**config.mk**
```make
export PLATFORM = sky130hd
export DESIGN_NAME = task1_top
export DESIGN_NICKNAME = d
export VERILOG_FILES = /design/src/rtl/arc4_pkg.sv /design/src/rtl/init.sv /design/src/rtl/s_mem.sv /design/src/rtl/task1_top.sv
export SDC_FILE = /design/constraint.sdc
export NUM_CORES = 1
export LEC_CHECK = 0
export CORE_MARGIN = 10
export CORE_UTILIZATION = 42
export CTS_BUF_LIST = sky130_fd_sc_hd__clkbuf_8
export CTS_CLUSTER_SIZE = 24
export DETAILED_ROUTE_END_ITERATION = 10
export PLACE_DENSITY_LB_ADDON = 0.12
export SYNTH_ARGS = -nofsm -noshare
export SYNTH_HDL_FRONTEND = slang
export SYNTH_SLANG_ARGS = --single-unit
```
**constraint.sdc**
```tcl
create_clock -name CLOCK_50 -period 5.4 [get_ports CLOCK_50]
set_clock_uncertainty 0.2 [all_clocks]
set_input_delay 1.08 -clock CLOCK_50 [delete_from_list [all_inputs] [get_ports CLOCK_50]]
set_output_delay 1.08 -clock CLOCK_50 [all_outputs]
set_load 0.005 [all_outputs]
```
**src/rtl/arc4_pkg.sv**
```systemverilog
// Shared constants and state types for the ARC4 datapath stages.
// The state array geometry is fixed by the cipher: 256 bytes.
package arc4_pkg;

   localparam int S_DEPTH = 256;
   localparam int S_AW    = 8;
   localparam int S_DW    = 8;

   typedef enum logic {
      INIT_IDLE,
      INIT_WRITE
   } init_state_t;

   typedef enum logic [1:0] {
      SEQ_START,
      SEQ_WAIT,
      SEQ_DONE
   } seq_state_t;

endpackage

```
**src/rtl/init.sv**
```systemverilog
// State-array init engine: writes s[i] = i for i = 0..255, one write per cycle.
// en is accepted only while rdy is high; en during a fill is ignored.
module init
   import arc4_pkg::*;
(
   input  logic            clk,
   input  logic            srst,
   input  logic            en,
   output logic            rdy,
   output logic [S_AW-1:0] addr,
   output logic [S_DW-1:0] wrdata,
   output logic            wren
);

   init_state_t   state_reg;
   logic [S_AW:0] i_reg;   // one spare bit so the last address never wraps to 0
   logic          rdy_reg;
   logic          wren_reg;

   always_ff @(posedge clk) begin
      if (srst) begin
         state_reg <= INIT_IDLE;
         i_reg     <= '0;
         rdy_reg   <= 1'b1;
         wren_reg  <= 1'b0;
      end else begin
         case (state_reg)
            INIT_IDLE: begin
               if (en && rdy_reg) begin
                  i_reg     <= '0;
                  state_reg <= INIT_WRITE;
                  rdy_reg   <= 1'b0;
                  wren_reg  <= 1'b1;
               end
            end
            INIT_WRITE: begin
               if (i_reg == (S_AW + 1)'(S_DEPTH - 1)) begin
                  state_reg <= INIT_IDLE;
                  rdy_reg   <= 1'b1;
                  wren_reg  <= 1'b0;
               end else begin
                  i_reg <= i_reg + 1'b1;
               end
            end
            default: begin
               state_reg <= INIT_IDLE;
               rdy_reg   <= 1'b1;
               wren_reg  <= 1'b0;
            end
         endcase
      end
   end

   assign rdy    = rdy_reg;
   assign wren   = wren_reg;
   assign addr   = i_reg[S_AW-1:0];
   assign wrdata = i_reg[S_DW-1:0];

endmodule

```
**src/rtl/s_mem.sv**
```systemverilog
// 256x8 single-port state-array RAM with registered read.
// Contents are deliberately not reset so the array maps onto block RAM.
module s_mem
   import arc4_pkg::*;
(
   input  logic            clk,
   input  logic [S_AW-1:0] address,
   input  logic [S_DW-1:0] wrdata,
   input  logic            wren,
   output logic [S_DW-1:0] rddata
);

   logic [S_DW-1:0] mem [S_DEPTH];
   logic [S_DW-1:0] rddata_reg;

   always_ff @(posedge clk) begin
      if (wren) begin
         mem[address] <= wrdata;
      end
      rddata_reg <= mem[address];
   end

   assign rddata = rddata_reg;

endmodule

```
**src/rtl/task1_top.sv**
```systemverilog
// ARC4 stage 1 board wrapper: kicks the init engine once after reset and
// lights LEDR[0] when the state array holds the identity permutation.
module task1_top
   import arc4_pkg::*;
(
   input  logic       CLOCK_50,
   input  logic [3:0] KEY,
   input  logic [9:0] SW,
   output logic [6:0] HEX0,
   output logic [6:0] HEX1,
   output logic [6:0] HEX2,
   output logic [6:0] HEX3,
   output logic [6:0] HEX4,
   output logic [6:0] HEX5,
   output logic [9:0] LEDR
);

   logic            srst;
   logic            init_en;
   logic            init_rdy;
   logic [S_AW-1:0] init_addr;
   logic [S_DW-1:0] init_wrdata;
   logic            init_wren;

   logic [S_AW-1:0] ram_addr;
   logic [S_DW-1:0] ram_wrdata;
   logic            ram_wren;
   logic [S_DW-1:0] unused_rddata;
   logic            unused_inputs;

   seq_state_t seq_state_reg;
   logic       en_reg;
   logic       done_reg;

   assign srst          = ~KEY[3];
   assign unused_inputs = ^{SW, KEY[2:0]};

   // en_reg doubles as a one-cycle guard in SEQ_WAIT: rdy is still high the
   // cycle the pulse is being sampled, so it must not be read as completion.
   always_ff @(posedge CLOCK_50) begin
      if (srst) begin
         seq_state_reg <= SEQ_START;
         en_reg        <= 1'b0;
         done_reg      <= 1'b0;
      end else begin
         case (seq_state_reg)
            SEQ_START: begin
               if (init_rdy) begin
                  en_reg        <= 1'b1;
                  seq_state_reg <= SEQ_WAIT;
               end
            end
            SEQ_WAIT: begin
               if (en_reg) begin
                  en_reg <= 1'b0;
               end else if (init_rdy) begin
                  seq_state_reg <= SEQ_DONE;
                  done_reg      <= 1'b1;
               end
            end
            SEQ_DONE: begin
               en_reg <= 1'b0;
            end
            default: begin
               seq_state_reg <= SEQ_START;
               en_reg        <= 1'b0;
               done_reg      <= 1'b0;
            end
         endcase
      end
   end

   assign init_en = en_reg;

   init init_eng (
      .clk    (CLOCK_50),
      .srst   (srst),
      .en     (init_en),
      .rdy    (init_rdy),
      .addr   (init_addr),
      .wrdata (init_wrdata),
      .wren   (init_wren)
   );

   // Only the init engine owns the RAM port in this stage.
   assign ram_addr   = init_addr;
   assign ram_wrdata = init_wrdata;
   assign ram_wren   = init_wren;

   s_mem s (
      .clk     (CLOCK_50),
      .address (ram_addr),
      .wrdata  (ram_wrdata),
      .wren    (ram_wren),
      .rddata  (unused_rddata)
   );

   assign LEDR = {9'b0, done_reg};
   assign HEX0 = 7'b1111111;
   assign HEX1 = 7'b1111111;
   assign HEX2 = 7'b1111111;
   assign HEX3 = 7'b1111111;
   assign HEX4 = 7'b1111111;
   assign HEX5 = 7'b1111111;

endmodule

```
== After elaboration in Yosys (flattened, before gate mapping) ==
Index checks and enable logic that the tools add are counted.

* Bits in registers: 15
* Word-level logic and storage cells: 43
* Input port bits: 15
* Output and inout port bits: 52

* Bitwise operators: 3
* Add/subtract/negate cells: 1
* Muxes and demuxes: 16
* Reductions and logical operators: 8
* Eq/ne operators: 9

{| class="wikitable"
|+ Operator list
! operator !! number
|-
| 2-to-1 mux 9 bit || 2
|-
| one-hot mux 9 bit (2 select lines) || 1
|-
| adder 9 x 1 -> 9 bit, second input constant || 1
|-
| == test 9 x 8 -> 1 bit, second input constant || 1
|-
| 2-to-1 mux 1 bit || 6
|-
| 2-to-1 mux 2 bit || 3
|-
| != test 2 x 1 -> 1 bit, second input constant || 3
|-
| != test 2 bit, second input constant || 3
|-
| one-hot mux 1 bit (2 select lines) || 3
|-
| one-hot mux 2 bit (3 select lines) || 1
|-
| AND reduction 2 bit || 3
|-
| AND reduction 4 bit || 1
|-
| NOT 1 bit || 3
|-
| AND reduction 3 bit || 1
|-
| == test 2 x 1 -> 1 bit, second input constant || 1
|-
| == test 2 bit, second input constant || 1
|-
| zero test 2 bit || 1
|-
| OR reduction 2 bit || 1
|-
| logical AND 1 bit || 1
|}

== Depth between registers and ports, before layout ==
Gate-level depths: netlist of run 1.

* Word-level depth: 4
* Depth in mapped cells: 8
* Depth with buffers taken out: 7

== Modules after synthesis ==
Synthesis of run 1 repeated with hierarchy kept, for this count alone.

* Cells, all modules: 154
* Area total of the unflattened synthesis: 1275.0 sq um

{| class="wikitable"
|+ By module, submodules not included
! module !! times used !! sequential area each (sq um) !! cells an instance !! area each (sq um)
|-
| init || 1 || 240.2 || 85 || 724.4
|-
| task1_top || 1 || 80.1 || 69 || 550.5
|}

== Worst setup path before layout of run 1 ==
Ideal clock, no wire load.

* Path type: register -> register
* From: reg init_eng.i_reg[0]
* To: reg init_eng.i_reg[2]
* Slack: 3.369 ns
* Library setup time: 0.118 ns
* Buffers on the path: 1
* Period minus slack after synthesis: 2.031 ns
* Required time: 5.082 ns
* Arrival: 1.713 ns
* Cell stages (with the launch flop): 9
* Cells stage by stage: dfxtp_1 > ha_1 > nand2_1 > nor3_1 > ha_1 > nand2b_1 > buf_2 > a21boi_0 > o2111a_1

* Cells in the longest elaborated chain, start to end: 3
* Elaborated cells between the ends (all ways): 6
* Those cells by class: 1 x add/sub; 2 x eq/ne; 2 x mux; 1 x reduce/logical

{| class="wikitable"
|+ RTL lines
! element !! RTL line !! source
|-
| start, declared || init.sv:16 || <nowiki>logic [S_AW:0] i_reg;</nowiki>
|-
| start signal, assigned || init.sv:42 || <nowiki>i_reg <= i_reg + 1'b1;</nowiki>
|-
| adder 9 x 1 -> 9 bit / == test 9 x 8 -> 1 bit (equally long branches) || init.sv:42, init.sv:37 ||
|-
| 2-to-1 mux 9 bit / != test 2 bit (equally long branches) || - ||
|-
| one-hot mux 9 bit (2 select lines) / AND reduction 2 bit (equally long branches) || - ||
|}

Parallel ways exist; a longest one is shown, timed or not. The select of a mux whose other input is x is not followed.
A chain may end at the register's enable or synchronous reset.

== Worst setup path after layout of run 1 ==
* From: in KEY[3]
* To: reg init_eng.i_reg[3]

{| class="wikitable"
|+ RTL lines
! element !! RTL line !! source
|-
| start, declared || task1_top.sv:7 || <nowiki>input logic [3:0] KEY,</nowiki>
|}

No word-level cell between the ends.

==> flow_metrics.tcl, run 1 <==
set metrics [dict create \
    outcome "completed" \
    cp-start-kind "primary input" \
    fp.dieH_um 72.07 \
    wl_per_cell_um 12.15 \
    power_mw 0.3148 \
    drtIter0Drc 55 \
    synth_edf_count 0 \
    rsz0062_at_grt "no" \
    start_util 0.4514 \
    synth.most_common_cell "buf_4" \
    crit_path_end_kind "flip-flop" \
    crit_end "init_eng.i_reg[3]$_SDFFE_PN0P_" \
    period_minus_slack_ps 2556 \
    worstSetupPathType "in -> reg" \
    totalWireLength_mm 1.993 \
    grt_pass1_wl_mm 3.408 \
    synth_area_leaders "buf_4 34%, dfxtp_1 26%, nand3_1 4.0%, mux2i_1 3.5%, ha_1 3.3%" \
    path_max_fanout 15 \
    cap_violations 0 \
    r2r_slack_ps 3000 \
    p_leak_nw 0.4505 \
    cts_buffer_depth 2 \
    synth-seq-area-share 0.2637 \
    clk_latency_ps 250 \
    max_freq_mhz 391.2 \
    timing.rr.start "init_eng.i_reg[0]$_SDFFE_PN0P_" \
    grt_start_max_net_pins 18 \
    antenna_cells 0 \
    areaGrowthSynthToFinish_pct -10.00 \
    regToRegEndpoint "init_eng.i_reg[2]$_SDFFE_PN0P_" \
    setup.worst_path.start "KEY[3]" \
    core-area_sq_um 2522 \
    gp_congestion 0.6433 \
    cts.htree.levels 1 \
    layout_setup_ws_ps 2844 \
    finalNonFillerCells 164 \
    largest_reg_flops 9 \
    rows 18 \
    io_pins 67 \
    dieArea_sq_um 5193 \
    final_util 0.4063 \
    dpl_cell_area_sq_um 975.9 \
    cts_hold_buf 0 \
    grt.overflow.total 0 \
    peakVddDrop_mv 0.1614 \
    synth_area_per_cell_sq_um 8.497 \
    fin_area_sq_um 1025 \
    drc 0 \
    synth.cell_area_sq_um 1139 \
    drive_gt1_frac 0.05970 \
    cts_resized 0 \
    cts_root_buf "clkbuf_8" \
    hp-class "reg -> reg" \
    clock_sink_count 15 \
    synth_seq_cells 15 \
    antenna_found_initial 0 \
    cts_setup_buffers 0 \
    relSlewSlack 0.6300 \
    dp_hpwl_mm 1.571 \
    async_flop_share 0 \
    vias 714 \
    cts_tree "done" \
    hold_viol 0 \
    syn_inst 134 \
    nets 153 \
    viasPerCell 4.354 \
    yosysWarnings 0 \
    dp.cells 160 \
    whs_ps 277.2 \
    place_ws_ps 2589 \
    path_clk_slew_ps 70 \
    synth_largest_area_cell "buf_4" \
    yosysTopAreaCellShare 0.3429 \
    synth-main-ff-cell "dfxtp_1" \
    fp.dieW_um 72.07 \
    fin_setup_tns_ps 0 \
    worstMarginPinSlew_ps 553.2 \
    cts-buffers-inserted 3 \
    setup_viol 0 \
    worstPathArrival_ps 2520 \
    grt_pass1_vias 779 \
    p_per_area_nw_per_um2 307.2 \
    dr.pass1.iters 4 \
    required_ps 5360 \
    grt_usage 0.07748 \
    fin_crit_sh 0.4734 \
    ys_types 32 \
    slew_violations 0 \
    rr_worst_depth 7 \
    portBuffers 2 \
    synth_common_cells "52 x buf_4, 15 x dfxtp_1, 9 x nand3_1" \
    ant_nets 0 \
]
cell usage in the layout (no fill, tap or decap), types with 2 or more instances in the layout:
master / synthesis / routed
conb_1: 2 / 51
dfxtp_1: 15 / 15
nand3_1: 9 / 9
nand2_1: 5 / 5
a21oi_1: 5 / 5
nor2_1: 5 / 5
nand2b_1: 4 / 4
mux2i_1: 4 / 4
nor3_1: 3 / 3
nand3b_1: 3 / 3
ha_1: 3 / 3
clkbuf_8: 0 / 3
inv_1: 2 / 2
nor2b_1: 2 / 2
o2111ai_1: 2 / 2
clkdlybuf4s50_1: 0 / 2
power breakdown:
| group | total, mW | leakage (nW) | internal, mW | switching (mW) |
|---|---|---|---|---|
| sequential | 0.145 | 0.122 | 0.126 | 0.0183 |
| clock | 0.0959 | 0.0217 | 0.0519 | 0.0440 |
| combinational | 0.0745 | 0.306 | 0.0285 | 0.0459 |
| total | 0.315 | 0.451 | 0.207 | 0.108 |
layout make-up:
type	instances	area (sq um)
Fill cell	268	1498
Multi-Input combinational cell	111	610.6
Tap cell	30	37.54
Timing Repair Buffer	2	20.02
Clock buffer	3	41.29
Clock inverter	1	7.507
Inverter	2	7.507
Sequential cell	15	300.3
cells by family (layout without fill, tap and decap cells):
| logic type | after synthesis | count (layout) | synth area share |
|---|---|---|---|
| AO/OA/AOI/OAI | 15 | 15 | 0.1033 |
| flip-flops | 15 | 15 | 0.2637 |
| adder cells (fa/ha/maj) | 3 | 3 | 0.03297 |
| multiplexers | 4 | 4 | 0.03517 |
| AND/OR/NAND/NOR | 38 | 38 | 0.1967 |
| buffers and inverters | 57 | 8 | 0.3615 |
| other | 2 | 51 | 0.006596 |
critical path: stages:
cell and delay (ps):
clkdlybuf4s50_1 820, inv_1 260, o41ai_1 360
worst min-delay path by stage:
stage	start	end	slack [ps]	cells after the start
floorplan	init_eng.i_reg[8]$_SDFFE_PN0P_	init_eng.i_reg[8]$_SDFFE_PN0P_	250	2
global placement	init_eng.i_reg[8]$_SDFFE_PN0P_	init_eng.i_reg[8]$_SDFFE_PN0P_	260	2
detailed placement	init_eng.i_reg[8]$_SDFFE_PN0P_	init_eng.i_reg[8]$_SDFFE_PN0P_	270	2
CTS	init_eng.i_reg[8]$_SDFFE_PN0P_	init_eng.i_reg[8]$_SDFFE_PN0P_	280	2
global route	init_eng.i_reg[8]$_SDFFE_PN0P_	init_eng.i_reg[8]$_SDFFE_PN0P_	310	2
finish	init_eng.i_reg[8]$_SDFFE_PN0P_	init_eng.i_reg[8]$_SDFFE_PN0P_	280	2
per-layer routing:
layer,wire [um],track usage
met1,878,0.08398
met5,0,0
met2,870,0.1234
met3,205,0.03673
met4,38,0.03871
Note: power is estimated with default switching activity, not from simulation.
==> run 2, diff against run 1 <==
CORE_UTILIZATION = 39   (was 42)
clock period = 2.4 ns   (was 5.4 ns; I/O delays follow)
==> run 2 against run 1 <==
Via count is 0.56% higher. Critical path depth is 4 higher. Non-clock buffer count is 5 higher. First-iteration DRC count is 75% lower. Hold slack worse by 5.4 ps. Total power is 130% higher. Cell count is 3.7% higher. Register-to-register slack worse by 2800 ps. Utilization is 2.4 points lower. Clock-buffer cell count stayed put. Flip-flop and latch count stayed put. Die area is 5.5% higher.
==> flow_metrics.tcl, run 2 (same netlist as run 1, synthesis figures left out) <==
set metrics [dict create \
    cts_setup_buffers 0 \
    io_pins 67 \
    dp_hpwl_mm 1.650 \
    cts_hold_buf 0 \
    layout_setup_ws_ps 249.9 \
    cts.htree.levels 1 \
    vias 718 \
    fillers 299 \
    crit_path_end_kind "flip-flop" \
    clock_power_share 0.291 \
    switchingPower_mw 0.2431 \
    grt.overflow.total 0 \
    required_ps 2380 \
    cts_root_buf "clkbuf_8" \
    clk_latency_ps 250 \
    p_leak_nw 0.4787 \
    portBuffers 2 \
    dr.pass1.iters 4 \
    hold_viol 0 \
    drtIter0Drc 14 \
    antenna_cells 0 \
    areaGrowthSynthToFinish_pct -6.593 \
    hp-class "reg -> reg" \
    place_ws_ps 192.5 \
    cts_tree "done" \
    ant_nets 0 \
    regArea_sq_um 300.3 \
    layout_common_cells "51 x conb_1, 15 x dfxtp_1, 9 x nand3_1" \
    comb_power_share 0.263 \
    p_per_area_nw_per_um2 680.8 \
    final_common_cell "conb_1" \
    fp.dieW_um 74.03 \
    pwr-share-seq 0.445 \
    switching_share 0.3357 \
    grt_usage 0.07272 \
    totalWireLength_mm 2.034 \
    viasPerCell 4.224 \
    power_mw 0.7241 \
    clock_sink_count 15 \
    grt_start_max_net_pins 18 \
    fin_setup_tns_ps 0 \
    cts_buffer_depth 2 \
    multi_input_area_sq_um 613.1 \
    cts_resized 0 \
    antenna_found_initial 0 \
    worstPathArrival_ps 2130 \
    drc 0 \
    fp.dieH_um 74.03 \
    path_max_fanout 8 \
    peakVddDrop_mv 0.4758 \
    dieArea_sq_um 5480 \
    whs_ps 271.8 \
    rows 19 \
    period_minus_slack_ps 2150 \
    drive_gt1_frac 0.1007 \
    internal_power_mw 0.4810 \
    nets 158 \
    start_util 0.4094 \
    worstSetupPathType "reg -> reg" \
    outcome "completed" \
    path_clk_slew_ps 70 \
    largest_reg_flops 9 \
    cp-start-kind "flip-flop" \
    wl_per_cell_um 11.96 \
    rsz0062_at_grt "no" \
    max_freq_mhz 465.1 \
    fin_crit_sh 0.8959 \
    cap_violations 0 \
    grt_pass1_vias 719 \
    grt_pass1_wl_mm 3.236 \
    core-area_sq_um 2781 \
    cts-buffers-inserted 3 \
    gp_congestion 0.7032 \
    slew_violations 0 \
    setup_viol 0 \
]
run 2: cell types whose count changed in the layout (fill, tap and decap cells not counted):
cell,before,now
clkinvlp_4,1,0
buf_4,0,5
nand2b_2,0,1
nand2b_1,4,3
clkinv_2,0,1
run 2: worst paths after layout:
kind | startpoint | endpoint | slack, ps | cells past startpoint
setup / recovery | init_eng.i_reg[0]$_SDFFE_PN0P_ | init_eng.i_reg[7]$_SDFFE_PN0P_ | 250 | 7
hold / removal | init_eng.i_reg[8]$_SDFFE_PN0P_ | init_eng.i_reg[8]$_SDFFE_PN0P_ | 270 | 2
setup reg to reg | init_eng.i_reg[0]$_SDFFE_PN0P_ | init_eng.i_reg[7]$_SDFFE_PN0P_ | 250 | 7
hold reg to reg | init_eng.i_reg[8]$_SDFFE_PN0P_ | init_eng.i_reg[8]$_SDFFE_PN0P_ | 270 | 2
run 2: per-layer routing:
metal  up-vias  track usage  part of all wire
li1        359            -                 -
met4         0      0.03106             0.015
met5         -            0                 0
met3         4      0.03723              0.10
met2        31       0.1335              0.50
met1       324      0.06545              0.39
run 2: critical path, stage by stage (launching register included):
cell and delay [ps]:
dfxtp_1 320, ha_1 240, nand2_1 120, nor3_1 80, ha_1 210, nand2b_2 250
a2111oi_2 440, mux2i_1 220
run 2: layout make-up:
class,instances,area share
inverter,2,0.007059
clock buffer,3,0.03882
multi-input combinational,111,0.5765
timing repair buffer,7,0.05412
clock inverter,1,0.004706
sequential,15,0.2824
tap,31,0.03647
run 2: power groups by stage:
stage / Sequential [mW] / Clock, mW / Combinational (mW)
finish: 0.323 / 0.211 / 0.191
global placement: 0.329 / 0 / 0.186
floorplan: 0.322 / 0 / 0.204
global route: 0.330 / 0.229 / 0.220
detailed placement: 0.329 / 0 / 0.189
CTS: 0.323 / 0.220 / 0.189
run 2: through the flow:
stage	utilization	std cells	cell area, sq um
4_1_cts	0.3815	170	1061
6_report	0.3824	170	1064
3_3_place_gp	0.3648	166	1015
5_1_grt	0.3824	170	1064
3_5_place_dp	0.3648	166	1015
2_1_floorplan	-	183	1323
==> run 3, diff against run 2 <==
SLEW_MARGIN = 20   (was default)
==> results of run 3 <==
No change in the layout: final DEF, timing and power equal those of run 2.
